**config.mk**
```make
export PLATFORM = sky130hd
export DESIGN_NAME = flick_debouncer
export DESIGN_NICKNAME = d
export VERILOG_FILES = /design/src/rtl/flick_pkg.sv /design/src/rtl/flick_sync.sv /design/src/rtl/flick_debouncer.sv
export SDC_FILE = /design/constraint.sdc
export NUM_CORES = 1
export LEC_CHECK = 0
export ABC_AREA = 1
export ABC_CLOCK_PERIOD_IN_PS = 1500
export BUFFER_PORTS_ARGS = -buffer_cell sky130_fd_sc_hd__buf_2
export CAP_MARGIN = 20
export CORE_MARGIN = 10
export CORE_UTILIZATION = 35
export DETAILED_ROUTE_END_ITERATION = 7
export GPL_TIMING_DRIVEN = 0
export HOLD_SLACK_MARGIN = 0.15
export REMOVE_ABC_BUFFERS = 1
export SYNTH_ARGS = -nofsm -noshare
export SYNTH_HDL_FRONTEND = slang
export SYNTH_SLANG_ARGS = --single-unit
```
**constraint.sdc**
```tcl
create_clock -name clk -period 1.5 [get_ports clk]
set_input_delay 0.3 -clock clk [delete_from_list [all_inputs] [get_ports clk]]
set_output_delay 0.3 -clock clk [all_outputs]
set_load 0.1 [all_outputs]
```
**src/rtl/flick_pkg.sv**
```systemverilog
// flick_pkg: one-hot states, parameter defaults and widths shared by the flick debouncer.
package flick_pkg;
    localparam int SYNC_STAGES_DEF     = 2;
    localparam int DEBOUNCE_CYCLES_DEF = 8;
    localparam int MIN_HIGH_DEF        = 16;
    localparam int PRESS_CNT_W         = 8;
    typedef enum logic [3:0] {
        ST_IDLE         = 4'b0001,
        ST_PRESS_WAIT   = 4'b0010,
        ST_PRESSED      = 4'b0100,
        ST_RELEASE_WAIT = 4'b1000
    } state_t;
endpackage

```
**src/rtl/flick_sync.sv**
```systemverilog
// flick_sync: N-stage single-bit synchroniser, asynchronously cleared to 0.
module flick_sync #(
    parameter int N = 2
) (
    input  logic clk,
    input  logic rst_n,
    input  logic i_d,
    output logic o_q
);
    logic [N-1:0] r_sync;
    always_ff @(posedge clk or negedge rst_n) begin
        if (!rst_n) r_sync <= '0;
        else        r_sync <= {r_sync[N-2:0], i_d};
    end
    assign o_q = r_sync[N-1];
endmodule

```
**src/rtl/flick_debouncer.sv**
```systemverilog
// flick_debouncer: synchronises, debounces and stretches the flick button into a clean level
// with registered press/release pulses and an accepted-press counter.
module flick_debouncer
    import flick_pkg::*;
#(
    parameter int SYNC_STAGES     = SYNC_STAGES_DEF,
    parameter int DEBOUNCE_CYCLES = DEBOUNCE_CYCLES_DEF,
    parameter int MIN_HIGH        = MIN_HIGH_DEF
) (
    input  logic                   clk,
    input  logic                   rst_n,
    input  logic                   btn_raw,
    output logic                   flick,
    output logic                   flick_rise,
    output logic                   flick_fall,
    output logic [PRESS_CNT_W-1:0] press_cnt
);
    localparam int DW = $clog2(DEBOUNCE_CYCLES) + 1;
    localparam int HW = $clog2(MIN_HIGH) + 1;
    localparam logic [DW-1:0] DEB_LAST  = DW'(DEBOUNCE_CYCLES - 1);
    localparam logic [HW-1:0] HOLD_INIT = HW'(MIN_HIGH - 1);

    state_t                 r_state;
    logic [DW-1:0]          r_deb_cnt;
    logic [HW-1:0]          r_hold_cnt;
    logic                   r_rise;
    logic                   r_fall;
    logic [PRESS_CNT_W-1:0] r_press_cnt;
    logic                   w_sync;

    flick_sync #(.N(SYNC_STAGES)) u_sync (
        .clk   (clk),
        .rst_n (rst_n),
        .i_d   (btn_raw),
        .o_q   (w_sync)
    );

    always_ff @(posedge clk or negedge rst_n) begin
        if (!rst_n) begin
            r_state     <= ST_IDLE;
            r_deb_cnt   <= '0;
            r_hold_cnt  <= '0;
            r_rise      <= 1'b0;
            r_fall      <= 1'b0;
            r_press_cnt <= '0;
        end else begin
            r_rise <= 1'b0;
            r_fall <= 1'b0;
            case (r_state)
                ST_IDLE: if (w_sync) begin
                    r_state   <= ST_PRESS_WAIT;
                    r_deb_cnt <= '0;
                end
                ST_PRESS_WAIT: if (!w_sync) r_state <= ST_IDLE;
                else if (r_deb_cnt == DEB_LAST) begin
                    r_state     <= ST_PRESSED;
                    r_hold_cnt  <= HOLD_INIT;
                    r_rise      <= 1'b1;
                    r_press_cnt <= r_press_cnt + 1'b1;
                end else r_deb_cnt <= r_deb_cnt + 1'b1;
                ST_PRESSED: begin
                    if (r_hold_cnt != '0) r_hold_cnt <= r_hold_cnt - 1'b1;
                    if (r_hold_cnt == '0 && !w_sync) begin
                        r_state   <= ST_RELEASE_WAIT;
                        r_deb_cnt <= '0;
                    end
                end
                // a bounce back high resumes the press with the hold already spent
                ST_RELEASE_WAIT: if (w_sync) r_state <= ST_PRESSED;
                else if (r_deb_cnt == DEB_LAST) begin
                    r_state <= ST_IDLE;
                    r_fall  <= 1'b1;
                end else r_deb_cnt <= r_deb_cnt + 1'b1;
                default: r_state <= ST_IDLE;
            endcase
        end
    end

    assign flick      = (r_state == ST_PRESSED) || (r_state == ST_RELEASE_WAIT);
    assign flick_rise = r_rise;
    assign flick_fall = r_fall;
    assign press_cnt  = r_press_cnt;
endmodule
```
# Word level (Yosys, flattened, before mapping)
# Index checks and enable logic that the tools add are counted.
[op_classes]
addsub = 3
eq_ne = 13
mux = 22
n_reduce_logical = 11
[ops]
columns = ["operator", "n"]
rows = [
  ["$mux 4", 11],
  ["$pmux 4 s4", 2],
  ["$mux 5", 3],
  ["$pmux 5 s2", 1],
  ["$add 8x1->8 const B", 1],
  ["$eq 4x3->1 const B", 2],
  ["$ne 2x2->1 const B", 4],
  ["$reduce_and 4->1", 2],
  ["$logic_not 5->1", 1],
  ["$mux 1", 5],
  ["$reduce_and 5->1", 1],
  ["$reduce_bool 5->1", 1],
  ["$sub 5x1->5 const B", 1],
  ["$add 4x1->4 const B", 1],
  ["$eq 4x1->1 const B", 1],
  ["$eq 4x2->1 const B", 1],
  ["$eq 4x4->1 const B", 1],
  ["$ne 2x1->1 const B", 2],
  ["$reduce_bool 4->1", 1],
  ["$ne 3x2->1 const B", 1],
  ["$ne 3x3->1 const B", 1],
  ["$reduce_and 3->1", 1],
  ["$reduce_bool 2->1", 1],
  ["$logic_and 1x1->1", 1],
  ["other kinds (2)", 2],
]
[totals]
ff_bits = 25
output_inout_bits = 11
word_cells = 56

# Depth between registers and ports, before layout
# Gate-level depths: netlist of run 1.
[logic_depth]
word_depth = 4
depth_mapped = 9
depth_no_buf = 9

# Hierarchy
# Synthesis of run 1 repeated with hierarchy kept, for this count alone.
[unflattened]
cells_unflattened = 168
area_unflattened_um2 = 1390.1
[by_module_without_submodules]
columns = ["module", "n_inst", "cells_per_inst", "area_each_um2", "seq_area_each_um2"]
rows = [
  ["flick_debouncer", 1, 166, 1340.0, 576.8],
  ["flick_sync", 1, 2, 50.0, 50.0],
]

# Least setup slack after synthesis of run 1
# No wires, ideal clock.
[synth_timing]
path_type = "flip-flop to flip-flop"
from = "register r_press_cnt[0], in the netlist press_cnt[0]"
to = "register r_press_cnt[6], in the netlist press_cnt[6]"
arrival_ns = 1.694
required_time_ns = 1.364
path_slack_ns = -0.331
stages_incl_launch_ff = 6
path_cell_list = "dfrtp_1 -> ha_1 -> nand4_1 -> xor2_1 -> nand2_1 -> o21ai_0"
[synth_via]
elab_chain_len = 1
[synth_lines]
columns = ["element", "line_no", "source"]
rows = [
  ["from (decl)", "flick_debouncer.sv:28", "logic [PRESS_CNT_W-1:0] r_press_cnt;"],
  ["from (signal assigned)", "flick_debouncer.sv:59", "r_press_cnt <= r_press_cnt + 1'b1;"],
  ["$add 8x1->8", "flick_debouncer.sv:59", ""],
]
# No other way between the ends.
# A chain may end at the register's enable or synchronous reset.

# Final worst setup path of run 1
[layout_timing]
from = "register r_state[0]"
to = "output port flick"
[layout_via]
elab_chain_len = 2
[layout_lines]
columns = ["element", "line_no", "source"]
rows = [
  ["from (decl)", "flick_debouncer.sv:23", "state_t r_state;"],
  ["from (signal assigned)", "flick_debouncer.sv:40", "r_state <= ST_IDLE;"],
  ["from (signal assigned)", "flick_debouncer.sv:51", "r_state <= ST_PRESS_WAIT;"],
  ["from (signal assigned)", "flick_debouncer.sv:54", "ST_PRESS_WAIT: if (!w_sync) r_state <= ST_IDLE;"],
  ["$eq 4x3->1 / $eq 4x4->1 (equally long branches)", "flick_debouncer.sv:79", "assign flick = (r_state == ST_PRESSED) || (r_state == ST_RELEASE_WAIT);"],
  ["$logic_or 1x1->1 (*)", "flick_debouncer.sv:79", ""],
  ["to (decl)", "flick_debouncer.sv:13", "output logic flick,"],
]
# Mark *: on every way between the ends. The rest lies on a longest branch, timed or not.

==> impl_results.md, run 1 <==
- Outcome: complete, but fails checks
- Failing checks: negative setup slack
- TritonCTS Sinks: 25
- Final GP Congestion: 0.774
- Required @ worst endpoint: 1.20 ns
- Netlist Area Pre-Place: 1390 um^2
- Post-synth top cells: 53 x nand2_1, 24 x dfrtp_1, 20 x nor2_1, 19 x inv_1, 8 x o21ai_0
- Pwr/cell area: 1420 nW/um^2
- FF-to-FF End: press_cnt[4]$_DFFE_PN0P_
- I/O Pins: 14
- Layout cells sized above 1: 33.0%
- Max-cap violation count: 0
- Fin cells: 254
- Register area share after synthesis: 45.2%
- Area of placed instances: 1510 um^2
- Die Width: 83.0 um
- Detailed Place HPWL: 1990 um
- Top-count cell post-synth: nand2_1
- CTS Buf Count: 3
- Setup crit start kind: register
- Number of flops mapped to enable cells by yosys: 0
- Initial DRT Pass Iterations: 4
- Hold Crit Class: register to register
- Period utilization: 103%
- Dominant synthesized flop cell: dfrtp_1
- Routed WL per cell: 11.5 um
- Register area: 628 um^2
- Worst setup path class: register to output port
- Maximum clock path buffer count: 2
- Critical path's largest stage delay: 0.61 ns
- Max frequency: 0.648 GHz
- Vias per inst: 4.66
- Critical-path cell list: nor2_4, nand3_2, nand2_2, buf_12
- H-tree depth: 1
- Die area: 6880 um^2
- Filler cell count: 377
- Hold depth: 0
- Global-route wire length before repair: 5120 um
- R2r worst-path depth: 7
- Largest net degree at the start of global routing: 26
- Area delta synth->final: 30.3%
- Detailed Route Iter0 Violations: 73
- Number of nets in the layout: 213
- Final Instance Area: 1810 um^2
- Worst Path Max Fanout: 3
- Slew @ Worst Pin: 0.558 ns
- Worst r2r src: r_state[3]$_DFFE_PN0P_
- CORE AREA: 3740 um^2
- Final WL: 2930 um
- CTS tree: built
- Tmin final: 1.54 ns
- Leakage power total: 0.909 nW
- Final WS setup: -0.0438 ns
- Power Total: 2.57 mW
- Hold_sp: u_sync.r_sync[0]$_DFF_PN0_
- R2R setup slack: 0 ns
- Cell count after placement: 232
- CP arrival: 1.24 ns
- Worst path buffer plus inverter count: 1
- Top cell type's share of synthesized area: 43.3%
- Pre-CTS WS: -0.112 ns
- N_diodes: 0
- Min Hold Slack: 0.354 ns
- Initial Utilization: 37.1%
- Antenna Violating Nets Remaining: 0
- Top post-synthesis cells by area: dfrtp_1 43%, nand2_1 14%, nor2_1 5.4%, inv_1 5.1%, xor2_1 3.8%
- Worst Hold Path EP: u_sync.r_sync[1]$_DFF_PN0_
- CP max stage cell: dfstp_2
- RSZ-0062 raised after global routing: true
- Vias: 1184
- Total track usage: 8.59%
- Vias in the first global route: 1134
- Clock-pin slew on the worst setup and hold paths: 0.09 ns
- Die Ht: 83.0 um
- Total number of yosys warnings: 0
- Synthesized area per cell: 8.11 um^2
- Area of the multi-input gates: 759 um^2
- Initial antenna violation count: 0
- PortBufs: 13
- Yosys reg bits: 25
- DRC: 0
- Clock Latency Late Sink: 0.27 ns
- Clk_skew: 0.00750 ns
- CP top delay family: flip-flops
- Fin util: 48.3%
- Max-slew headroom: 62.8%
- Rows: 22
- Worst VDD drop: 799 uV
- Synth area leader: dfrtp_1
- Final setup fails: 1
- Critical path endpoint category: output port
- Fin Setup TNS: -0.0438 ns
- Final Max Tran Viols: 0
- Root Buffer: clkbuf_8
- Netlist cell types: 29
- Post-synth ARST share: 100%
- Congestion Overflow GR: 0
- Final Hold Fails: 0
- Cells after synthesis: 171
cells by family after synthesis:
logic type	synth area share, %
flops	45.2
buf+inv	5.41
fa+ha+maj	2.71
xor+xnor	5.05
compound gates	7.85
simple gates	33.8
what timing repair did:
action                                  in CTS  in global routing
cloned                                       0                  0
endpoints found under the setup margin      12                 16
hold buffers                                 2                  0
endpoints found under the hold margin       25                  0
buffers inserted                             7                  9
pin swaps                                    4                 13
resized for setup                           16                 19
routing by layer:
layer	up-vias	routed length [um]	GRT usage (%)	part of all wire (%)
li1	614	-	-	-
met1	552	1400	11.1	48
met2	12	1400	13.2	48
met3	6	63	1.66	2.2
met4	0	60	4.15	2.0
met5	-	0	0	0
placed cells by master (no fill, tap or decap), types with 2 or more instances in the layout:
cell type,netlist,layout
o21ai_0,8,5
ha_2,0,2
inv_1,19,16
nor2_2,1,7
nand3_2,2,3
o21ai_1,1,3
inv_2,1,4
dlygate4sd3_1,0,2
nor2_4,2,4
buf_2,0,12
a21oi_4,1,2
buf_6,0,2
buf_12,0,2
nand4_1,7,7
nand2_1,53,48
a21oi_1,2,2
xnor2_1,2,2
xor2_1,6,6
nand3_1,4,3
nand2_4,1,3
buf_4,0,13
o21bai_1,2,2
nand2_2,3,6
dfrtp_1,24,23
clkbuf_8,0,3
nor2_1,20,12
layout make-up:
type	instances	area share, %
Tap cell	48	3.32
Clock buffer	4	2.49
Timing Repair Buffer	31	13.3
Inverter	20	4.15
Multi-Input combinational cell	126	42.0
Sequential cell	25	34.7
how the worst max path moves through the flow:
stage	slack, ns	from	cells after the start	to
4_1_cts	-0.06	r_state[3]$_DFFE_PN0P_	5	flick
2_1_floorplan	-0.33	press_cnt[0]$_DFFE_PN0P_	5	press_cnt[6]$_DFFE_PN0P_
6_report	-0.04	r_state[0]$_DFFE_PN1P_	4	flick
3_3_place_gp	-0.11	r_state[1]$_DFFE_PN0P_	4	flick
3_5_place_dp	-0.11	r_deb_cnt[0]$_DFFE_PN0P_	5	press_cnt[4]$_DFFE_PN0P_
5_1_grt	-0.12	r_state[3]$_DFFE_PN0P_	7	press_cnt[4]$_DFFE_PN0P_
power by group:
part	internal, mW	total (mW)	switching (mW)
Sequential	0.802	0.949	0.147
Clock	0.190	0.397	0.207
Combinational	0.505	1.22	0.719
registers in the layout (all words and copies together), names as in the netlist:
register,count
r_deb_cnt,4
flick_rise,1
press_cnt,8
r_state,4
r_hold_cnt,5
flick_fall,1
u_sync.r_sync,2
worst reg2reg max path, delay by kind of cell (launching register included):
family                 cells  cell delay (ns)
flip-flops                 1             0.41
AND/OR/NAND/NOR            4             0.53
buffers and inverters      2             0.30
XOR/XNOR                   1             0.14
Note: power is estimated with default switching activity, not from simulation.
==> run 2: changes to the inputs <==
--- a/config.mk
+++ b/config.mk
@@ -7,11 +7,11 @@
 export LEC_CHECK = 0
 export ABC_AREA = 1
 export ABC_CLOCK_PERIOD_IN_PS = 1500
-export BUFFER_PORTS_ARGS = -buffer_cell sky130_fd_sc_hd__buf_2
 export CAP_MARGIN = 20
 export CORE_MARGIN = 10
 export CORE_UTILIZATION = 35
 export DETAILED_ROUTE_END_ITERATION = 7
+export DONT_BUFFER_PORTS = 1
 export GPL_TIMING_DRIVEN = 0
 export HOLD_SLACK_MARGIN = 0.15
 export REMOVE_ABC_BUFFERS = 1
==> impl_results.md, run 2 (synthesized netlist as in run 1, its figures left out) <==
- Outcome: complete, but fails checks
- Failing checks: negative setup slack
- Filler cell count: 341
- Final Max Tran Viols: 0
- Number of nets in the layout: 211
- Critical path's largest stage delay: 0.43 ns
- Initial Utilization: 37.1%
- CP max stage cell: dfrtp_1
- Fin util: 51.8%
- Worst r2r src: r_state[0]$_DFFE_PN1P_
- Critical-path cell list: inv_2, buf_6, nand3_4, nand2_8
- Total track usage: 9.75%
- Max Used Layer: met4
- Root Buffer: clkbuf_8
- Clk_skew: 0.0146 ns
- TritonCTS Sinks: 25
- Worst path buffer plus inverter count: 2
- Detailed Route Iter0 Violations: 66
- Die Ht: 83.0 um
- CTS tree: built
- Min Hold Slack: 0.358 ns
- Antenna Violating Nets Remaining: 0
- Global-route wire length before repair: 5820 um
- Hold_sp: u_sync.r_sync[0]$_DFF_PN0_
- Clock-pin slew on the worst setup and hold paths: 0.10 ns
- Pwr/cell area: 1500 nW/um^2
- Congestion Overflow GR: 0
- Critical path endpoint category: output port
- Leakage power total: 0.878 nW
- Vias per inst: 4.91
- CP startpoint: r_state[3]$_DFFE_PN0P_
- Vias in the first global route: 1227
- Initial DRT Pass Iterations: 4
- Initial antenna violation count: 0
- Worst setup path class: register to output port
- Die Width: 83.0 um
- Final WS setup: -0.0349 ns
- N_diodes: 0
- Commonest non-fill, non-tap cell in the layout: nand2_1
- Largest net degree at the start of global routing: 26
- Final setup fails: 4
- CP arrival: 1.23 ns
- Met2 WL post-DR: 1960 um
- CP top delay family: flip-flops
- Die area: 6880 um^2
- CORE AREA: 3740 um^2
- Largest register FFs: 8
- CTS Buf Count: 3
- Routed WL per cell: 14.2 um
- Wire length on met1: 1500 um
- Most frequent cells in the layout: 44 x nand2_1, 23 x buf_4, 13 x inv_1, 12 x nor2_1, 10 x dfrtp_1
- Length of routed met3 wiring: 88 um
- PortBufs: 0
- Required @ worst endpoint: 1.20 ns
- Vias: 1237
- Clock Latency Late Sink: 0.28 ns
- Maximum clock path buffer count: 2
- Fin Setup TNS: -0.0761 ns
- Slew @ Worst Pin: 0.547 ns
- Final WL: 3580 um
- I/O Pins: 14
- RSZ-0062 raised after global routing: true
- DRC: 0
- Rows: 22
- Max-slew headroom: 63.5%
- Worst Path Max Fanout: 4
- Final GP Congestion: 0.796
- Tmin final: 1.53 ns
- Layout cells sized above 1: 43.6%
- Worst VDD drop: 627 uV
- Setup crit start kind: register
- Period utilization: 102%
- Max-cap violation count: 0
- Detailed Place HPWL: 2290 um
- Hold Crit Class: register to register
- Max frequency: 0.652 GHz
- H-tree depth: 1
- Area delta synth->final: 39.7%
- Final Hold Fails: 0
==> run 2: metrics by stage <==
step | std cells | setup WS [ns] | area (um^2) | power (mW)
after global placement | 219 | -0.392 | 1450 | 1.76
final | 252 | -0.0349 | 1940 | 2.90
after CTS | 238 | -0.0501 | 1720 | 2.52
after floorplan | 171 | -0.331 | 1390 | 1.63
after detailed placement | 219 | -0.447 | 1450 | 1.83
after global routing | 252 | -0.0862 | 1940 | 3.10
==> run 2: routing by layer <==
| metal | global-route usage, % | up-vias |
|---|---|---|
| li1 | - | 610 |
| met1 | 11.0 | 613 |
| met2 | 16.6 | 12 |
| met3 | 2.34 | 2 |
| met4 | 4.92 | 0 |
| met5 | 0 | - |
==> run 2: worst reg2reg max path, stage by stage (launching register included) <==
cell     delay (ns)
dfstp_2        0.63
inv_4          0.07
nand2_4        0.07
nor2_4         0.06
a21oi_4        0.28
buf_4          0.18
nand4_1        0.08
nand2_1        0.08
==> run 2: power by group <==
part	switching, mW	internal [mW]
clock network	0.231	0.195
logic	0.870	0.641
registers	0.160	0.806
==> run 2: area by class of cell <==
class	count	area, um^2	share of cell area [%]
clock buffer	3	41.3	2.13
multi-input combinational	126	838	43.3
timing repair buffer	29	255	13.2
sequential	25	657	33.9
tap	48	60.1	3.10
inverter	20	77.6	4.00
clock inverter	1	8.76	0.452
==> run 2: path summary, 6_finish.rpt <==
path,cells past startpoint,end,slack [ns]
max,4,flick,-0.03
min,0,u_sync.r_sync[1]$_DFF_PN0_,0.36
min reg2reg,0,u_sync.r_sync[1]$_DFF_PN0_,0.36
max reg2reg,7,r_deb_cnt[0]$_DFFE_PN0P_,-0.02
min in group asynchronous,2,u_sync.r_sync[0]$_DFF_PN0_,0.46
max in group asynchronous,2,r_state[0]$_DFFE_PN1P_,0.81
==> run 2: what timing repair did <==
| action | in CTS | in global routing |
|---|---|---|
| hold buffers | 3 | 0 |
| endpoints found under the setup margin | 31 | 18 |
| endpoints found under the hold margin | 26 | 0 |
| setup buffers | 12 | 14 |
| pin swaps | 9 | 14 |
| cloned | 0 | 0 |
| resized for setup | 31 | 37 |
==> run 3: changes to the inputs <==
--- a/config.mk
+++ b/config.mk
@@ -14,7 +14,9 @@
 export DONT_BUFFER_PORTS = 1
 export GPL_TIMING_DRIVEN = 0
 export HOLD_SLACK_MARGIN = 0.15
+export PLACE_DENSITY = 0.51
 export REMOVE_ABC_BUFFERS = 1
 export SYNTH_ARGS = -nofsm -noshare
 export SYNTH_HDL_FRONTEND = slang
+export SYNTH_HIERARCHICAL = 1
 export SYNTH_SLANG_ARGS = --single-unit
==> impl_results.md, run 3 <==
- Outcome: complete, but fails checks
- Failing checks: negative setup slack
- Clock-pin slew on the worst setup and hold paths: 0.09 ns
- R2r worst-path depth: 8
- Final GP Congestion: 0.724
- FF-to-FF End: r_state[1]$_DFFE_PN0P_
- PortBufs: 0
- TritonCTS Sinks: 25
- I/O Pins: 14
- Max frequency: 0.654 GHz
- Hold depth: 0
- Detailed Place HPWL: 2070 um
- Area delta synth->final: 26.3%
- Global-route wire length before repair: 5220 um
- RSZ-0062 raised after global routing: true
- Period utilization: 102%
- Largest register FFs: 8
- Setup crit start kind: register
- Dominant synthesized flop cell: dfrtp_1
- Post-synth ARST share: 100%
- Yosys reg bits: 25
- Post-synth top cells: 47 x nand2_1, 24 x dfrtp_1, 17 x inv_1, 17 x nor2_1, 8 x nand3_1
- CTS Buf Count: 3
- Vias in the first global route: 1154
- Final WL: 2960 um
- Top-count cell post-synth: nand2_1
- Slew @ Worst Pin: 0.516 ns
- H-tree depth: 1
- Routed WL per cell: 12.6 um
- Total number of yosys warnings: 6
- Rows: 22
- Synth area leader: dfrtp_1
- Final Hold Fails: 0
- Worst VDD drop: 634 uV
- Vias: 1132
- Tmin final: 1.53 ns
- N_diodes: 0
- Synthesized area per cell: 8.27 um^2
- Leakage power total: 0.814 nW
- DRC: 0
- Fin Setup TNS: -0.0699 ns
- Hold_sp: u_sync/r_sync[0]$_DFF_PN0_
- Power Total: 2.49 mW
- Initial DRT Pass Iterations: 4
- Commonest non-fill, non-tap cell in the layout: nand2_1
- CP startpoint: r_state[3]$_DFFE_PN0P_
- Total track usage: 8.59%
- Worst Hold Path EP: u_sync/r_sync[1]$_DFF_PN0_
- Clock Latency Late Sink: 0.27 ns
- Cells after synthesis: 168
- CORE AREA: 3740 um^2
- Largest net degree at the start of global routing: 26
- Most frequent cells in the layout: 42 x nand2_1, 17 x nor2_1, 15 x inv_1, 14 x dfrtp_1, 10 x buf_4
- Final setup fails: 5
- Final Max Tran Viols: 0
- Worst r2r src: r_state[0]$_DFFE_PN1P_
- Die area: 6890 um^2
- Layout cells sized above 1: 34.2%
- Vias per inst: 4.82
- Die Ht: 83.0 um
- Min Hold Slack: 0.352 ns
- Max-slew headroom: 65.6%
- Hold Crit Class: register to register
- Clk_skew: 0.00487 ns
- Initial antenna violation count: 0
- Pre-CTS WS: -0.440 ns
- Maximum clock path buffer count: 2
- Die Width: 83.0 um
- Number of nets in the layout: 194
- Required @ worst endpoint: 1.20 ns
- CTS tree: built
- Critical path endpoint category: output port
- Root Buffer: clkbuf_8
- Final WS setup: -0.0285 ns
- Top post-synthesis cells by area: dfrtp_1 43%, nand2_1 13%, inv_1 4.6%, nor2_1 4.6%, xnor2_1 3.2%
- Worst Path Max Fanout: 4
- Register area share after synthesis: 45.1%
- R2R setup slack: -0.02 ns
- Worst setup path class: register to output port
- Congestion Overflow GR: 0
- Netlist Area Pre-Place: 1390 um^2
- Number of flops mapped to enable cells by yosys: 0
- Pwr/cell area: 1420 nW/um^2
- Top cell type's share of synthesized area: 43.2%
- CP arrival: 1.23 ns
- Initial Utilization: 37.1%
- Detailed Route Iter0 Violations: 96
- Netlist cell types: 30
- Max-cap violation count: 0
- Antenna Violating Nets Remaining: 0
## run 3: changes by cell type in the layout (fill, tap and decap cells not counted), sizes merged, moves of 2 or more
| cell | before | now |
|---|---|---|
| buf | 27 | 13 |
| o21ai | 9 | 6 |
| xor2 | 6 | 4 |
| o21bai | 2 | 0 |
| nand3 | 7 | 10 |
| xnor2 | 2 | 5 |
| nand2 | 57 | 54 |
## run 3: cell families (layout without fill, tap and decap cells)
group	Yosys count	in the layout	synth area share [%]
and+or+nand+nor	97	97	33.4
DFF	25	25	45.1
buffers and inverters	21	40	6.03
AOI/OAI and AO/OA	13	13	7.11
xor gates and xnor gates	9	9	5.67
adders and majority gates	3	3	2.70
## run 3: power by group
group          total, mW  leakage, nW  internal, mW  switching [mW]
Clock              0.412       0.0217         0.188           0.224
Sequential         0.902        0.314         0.796           0.106
Combinational       1.17        0.478         0.456           0.718
Total               2.49        0.814          1.44            1.05
## run 3: how the worst max path moves through the flow
stage	to	slack, ns	cells after the start
after floorplan	flick	-0.29	5
after global placement	press_cnt[7]$_DFFE_PN0P_	-0.42	5
after detailed placement	flick	-0.44	5
after CTS	flick	-0.04	5
after global routing	r_deb_cnt[1]$_DFFE_PN0P_	-0.12	8
final	flick	-0.03	5
## run 3: critical path: stages (launching register included)
cell     delay [ns]
dfrtp_1        0.43
inv_2          0.09
nand2_2        0.06
nor2_4         0.15
inv_4          0.07
nand2_8        0.17
## run 3: cell type report
| class | instances | area, um^2 |
|---|---|---|
| fill | 401 | 1990 |
| multi-input combinational | 122 | 763 |
| sequential | 25 | 657 |
| timing repair buffer | 15 | 138 |
| inverter | 21 | 88.8 |
| tap | 48 | 60.1 |
| clock buffer | 3 | 41.3 |
| clock inverter | 1 | 7.51 |
## run 3: per-stage QoR
| step | utilization [%] | std cells | instance area [um^2] |
|---|---|---|---|
| after global routing | 46.9 | 235 | 1760 |
| after CTS | 44.1 | 231 | 1650 |
| after global placement | 38.7 | 216 | 1450 |
| after detailed placement | 38.7 | 216 | 1450 |
| final | 46.9 | 235 | 1760 |
| after floorplan | - | 168 | 1390 |
## run 3: timing repair
item | 4_1_cts | 5_1_grt
hold buffers | 3 | 0
gates resized for setup | 24 | 17
pin swaps | 5 | 5
hold endpoints to repair | 26 | 0
endpoints found under the setup margin | 22 | 17
buffers inserted | 8 | 4
## run 3: per-layer routing
metal,vias up,global-route usage (%),routed length (um)
li1,571,-,-
met1,543,10.1,1330
met2,16,14.9,1510
met3,2,2.15,105
met4,0,2.31,15
met5,-,0,0
